==> src/rtl/serial_adder.sv <==
// Bit-serial WIDTH-bit adder: one sum bit per clock through a two-half-adder slice
// and a carry flip-flop, with a start/busy/done handshake and held result.
module serial_adder #(
  parameter int WIDTH = 8
) (
  input  logic             clk,
  input  logic             rst,
  input  logic             start,
  input  logic [WIDTH-1:0] a,
  input  logic [WIDTH-1:0] b,
  input  logic             cin,
  output logic             busy,
  output logic             done,
  output logic [WIDTH-1:0] sum,
  output logic             cout
);

  localparam int CW = $clog2(WIDTH) + 1;

  typedef enum logic [1:0] {
    IDLE = 2'd0,
    RUN  = 2'd1,
    DONE = 2'd2
  } state_t;

  state_t           state;
  state_t           state_next;
  logic [WIDTH-1:0] sa;
  logic [WIDTH-1:0] sb;
  logic [WIDTH-1:0] res;
  logic [WIDTH-1:0] res_next;
  logic             carry;
  logic [CW-1:0]    count;
  logic             load;
  logic             last;
  logic             half1_s;
  logic             half1_c;
  logic             half2_c;
  logic             s_bit;
  logic             carry_next;

  assign last = (count == CW'(WIDTH - 1));

  // Bit slice: two half adders on the LSBs and the carry, OR-merged carries.
  always_comb begin
    half1_s    = sa[0] ^ sb[0];
    half1_c    = sa[0] & sb[0];
    s_bit      = half1_s ^ carry;
    half2_c    = half1_s & carry;
    carry_next = half1_c | half2_c;
    res_next   = WIDTH'({s_bit, res} >> 1'b1);
  end

  // Next-state and operand-load decode.
  always_comb begin
    state_next = state;
    load       = 1'b0;
    case (state)
      IDLE: begin
        if (start) begin
          state_next = RUN;
          load       = 1'b1;
        end else begin
          state_next = IDLE;
        end
      end
      RUN: begin
        if (last) begin
          state_next = DONE;
        end else begin
          state_next = RUN;
        end
      end
      DONE: begin
        // A start in the completion cycle chains straight into the next run.
        if (start) begin
          state_next = RUN;
          load       = 1'b1;
        end else begin
          state_next = IDLE;
        end
      end
      default: begin
        state_next = IDLE;
      end
    endcase
  end

  // State register with registered handshake outputs.
  always_ff @(posedge clk) begin
    if (rst) begin
      state <= IDLE;
      busy  <= 1'b0;
      done  <= 1'b0;
    end else begin
      state <= state_next;
      busy  <= (state_next == RUN);
      done  <= (state_next == DONE);
    end
  end

  // Serial datapath: operand shifters, carry flop, result shifter and counter.
  always_ff @(posedge clk) begin
    if (rst) begin
      sa    <= '0;
      sb    <= '0;
      res   <= '0;
      carry <= 1'b0;
      count <= '0;
      sum   <= '0;
      cout  <= 1'b0;
    end else if (load) begin
      sa    <= a;
      sb    <= b;
      res   <= '0;
      carry <= cin;
      count <= '0;
    end else if (state == RUN) begin
      sa    <= sa >> 1'b1;
      sb    <= sb >> 1'b1;
      res   <= res_next;
      carry <= carry_next;
      count <= count + CW'(1);
      if (last) begin
        sum  <= res_next;
        cout <= carry_next;
      end else begin
        sum  <= sum;
        cout <= cout;
      end
    end else begin
      sa    <= sa;
      sb    <= sb;
      res   <= res;
      carry <= carry;
      count <= count;
    end
  end

endmodule

==> config.mk <==
export PLATFORM = sky130hd
export DESIGN_NAME = serial_adder
export DESIGN_NICKNAME = d
export VERILOG_FILES = /design/src/rtl/serial_adder.sv
export SDC_FILE = /design/constraint.sdc
export NUM_CORES = 1
export LEC_CHECK = 0
export ABC_CLOCK_PERIOD_IN_PS = 1330
export BUFFER_PORTS_ARGS = -buffer_cell sky130_fd_sc_hd__buf_2
export CAP_MARGIN = 20
export CORE_MARGIN = 5
export CORE_UTILIZATION = 40
export CTS_CLUSTER_DIAMETER = 30
export DETAILED_ROUTE_END_ITERATION = 7
export MAX_ROUTING_LAYER = met4
export PLACE_DENSITY = 0.61
export SYNTH_ARGS = -nofsm -noshare
export SYNTH_HDL_FRONTEND = slang
export SYNTH_SLANG_ARGS = --single-unit
==> constraint.sdc <==
create_clock -name clk -period 1.33 [get_ports clk]
set_input_delay 0.399 -clock clk [delete_from_list [all_inputs] [get_ports clk]]
set_output_delay 0.399 -clock clk [all_outputs]
set_load 0.02 [all_outputs]
==> results.md <==
* Die area at 5660 sq um
* HP Start: a[7]
* Max-Cap Viols at 0
* R2R depth at 5
* CTS buffer count at 5
* WL/cell at 11.9 microns
* CTS tree: built
* Nets at between 200 and 250
* Area share of the largest cell type after synthesis at 0.482
* Vias in the first global route at 1281
* RSZ-0062 raised after global routing: false
* Avg Synthesized Cell Area at just under 9 sq um
* Die height at around 75 microns
* Post-route ant nets at 0
* First-pass GRT wire length at around 5600 microns
* Clock sinks at 41
* Logic pwr share at 0.118
* Via density per instance at roughly 5
* Worst-Margin Slew at 0.427 ns
* Final Wtd Congestion at 0.732
* Largest family of logic cells by synthesized area: simple AND/OR/NAND/NOR gates
* Area contributors post-synth: dfxtp_1, nand2_1, nand2b_1
* Total wire length at 3280 microns
* Req. time, crit path at 1.55 ns
* Clock network fraction of total power at 0.335
* Synthesized net count at approximately 210
* Clk slew on worst S/H paths at roughly 0.07 ns
* Port bufs at 30
* Post-CTS Setup Repair Bufs at 0
* IO Pins at 31
* Seq/Total Area, Yosys at 0.482
* Minimum clock period at between 1 and 1.5 ns
* Setup violations, final at 0
* Diode count at 0
* Reg-to-Reg Start: count[1]
* Leak at between 0.0007 and 0.0008 uW
* Setup Skew at between 0.0015 and 0.002 ns
* Setup slack, reg-to-reg at around 0.13 ns
* WHS Endpoint: sa[7]
* Most frequent cells in the layout: nand2_1, dfxtp_1, buf_2, nand2b_1, nor2_1
* Maximum vdd ir drop at around 0.67 mV
* Routed vias at between 1k and 1.5k
* Cell Rows at 23
* Worst Path Max Fanout at 9
* Yosys Warn Count at 0
* Hold path depth at 3
* Tot GR Track Use at 0.135
* Simple-gate portion of the synthesized area at 0.253
* Dominant cell type by area after synthesis: dfxtp_1
* Critical Path Sink Type: flip-flop
* Cells after Synth at ~190
* Crit start category: flip-flop
* Initial core utilization at 0.420
* Xor/xnor share of the synthesized area at 0.0103
* Final period util at 0.902
* Arrival time worst endpoint at ~1.4 ns
* Count of final hold-check violations at 0
* Share of cells above drive strength 1 at 0.233
* DPL Wire Length at roughly 2300 microns
* Post-synthesis register bit count at 41
* Synthesis-to-layout area growth at 20.7%
* Area of the mapped netlist at between 1500 and 2000 sq um
* Maximum clock path buffer count at 2
* WS Path Type: flip-flop to flip-flop
* PwrDens at around 1200 nW/um^2
* Worst r2r dst: sum[2]
* Worst skew pair latency at ~0.29 ns
* FMAX at around 830 MHz
* Core Region at 4060 sq um
* Post-synthesis compound-gate area fraction at 0.123
* Setup TNS Final at 0 ns
* Count of distinct cell types in the synthesized netlist at 25
* Largest net degree at the start of global routing at 29
* Root buffer cell: clkbuf_8
* Total global routing overflow at 0
* Hold slack at ~0.35 ns
* Post-Synth Adder-Cell Area at 0.0191
* H-tree levels at 2
* Post-synthesis mux area share at 0.0588
* DR pass1 iterations at 4
* # DRC at 0
* Power Total at about 2400 uW
* Initial DRC count at 48
* Max Slew Vio Count at 0
* Worst Hold Class: input port to flip-flop
* Switching Fraction at 0.239
* Internal at 1820 uW
* P_sw at 572 uW
* Part of the power in registers at 0.547
* Slew Limit Headroom at 0.715
* Initial antenna violation count at 0
* Die X at 75.2 microns
* Status: complete, no violations
## repair_timing
| item | CTS | global route |
|---|---|---|
| gates resized for setup | 0 | 2 |
| endpoints found under the setup margin | 0 | 6 |
| hold buffers | 0 | 0 |
## sequential cells by signal, indices dropped and copies added, names as in the netlist, 2 cells and up
signal / cells
sum: 8
count: 4
sa: 8
res: 7
state: 2
sb: 8
## layout make-up
| cell class | count | area [sq um] |
|---|---|---|
| Tap cell | 50 | 62.6 |
| Timing Repair Buffer | 43 | 285 |
| Clock buffer | 7 | 86.3 |
| Fill cell | 391 | 2000 |
| Sequential cell | 41 | 821 |
| Multi-Input combinational cell | 136 | 801 |
## cells by family after synthesis
logic type      Yosys count
mux                      10
compound gates           30
xor+xnor                  2
fa+ha+maj                 2
buf+inv                  15
flops                    41
simple gates             92
## synth_stat cells
cell type,number
dfxtp_1,41
nand2_1,41
nand2b_1,21
nor2_1,16
a21oi_1,14
a311oi_1,11
mux2i_1,10
clkbuf_1,6
nand3_1,5
buf_2,4
a22oi_1,3
buf_6,3
nor3_1,3
buf_4,2
nand3b_1,2
a311oi_2,1
and2b_1,1
fa_1,1
ha_1,1
nor2_4,1
nor2b_1,1
o21ai_0,1
or3_1,1
xnor2_1,1
xor2_1,1
## worst max-delay path by stage
stage | endpoint | start | slack (ns) | cells after the start
after floorplan | cout | count[0] | 0.12 | 4
after global placement | sa[3] | start | 0.06 | 5
after detailed placement | sa[3] | start | 0.08 | 5
after CTS | sb[0] | state[1] | 0.07 | 4
after global routing | sum[4] | count[1] | 0.005 | 5
final | sum[2] | count[1] | 0.13 | 5
## per-stage QoR
stage | setup WS [ns] | cell area, sq um | util | std cells
after CTS | 0.0670 | 2050 | 0.504 | 277
after global placement | 0.0611 | 1960 | 0.483 | 270
after floorplan | 0.120 | 1700 | - | 192
after detailed placement | 0.0794 | 1960 | 0.483 | 270
final | 0.131 | 2060 | 0.507 | 277
after global routing | 0.00482 | 2060 | 0.507 | 277
## layer usage
layer / vias up / share of wire / GRT usage
met3: 6 / 0.054 / 0.0547
met5: - / 0 / -
met2: 18 / 0.44 / 0.198
met4: 0 / 0.013 / 0.0408
li1: 717 / - / -
met1: 623 / 0.50 / 0.170
## worst max-delay path: stages (launching register included)
cell	delay, ns
dfxtp_1	0.35
ha_1	0.17
nand3b_1	0.14
nor2_4	0.13
buf_12	0.14
mux2i_1	0.19
## power by group through the flow
stage	Clock, uW	Sequential, uW	Combinational, uW
finish	802	1310	284
CTS	838	1310	282
detailed placement	0	1340	282
floorplan	0	1330	191
global route	877	1320	319
global placement	0	1340	279
(Power assumes the default switching activity.)
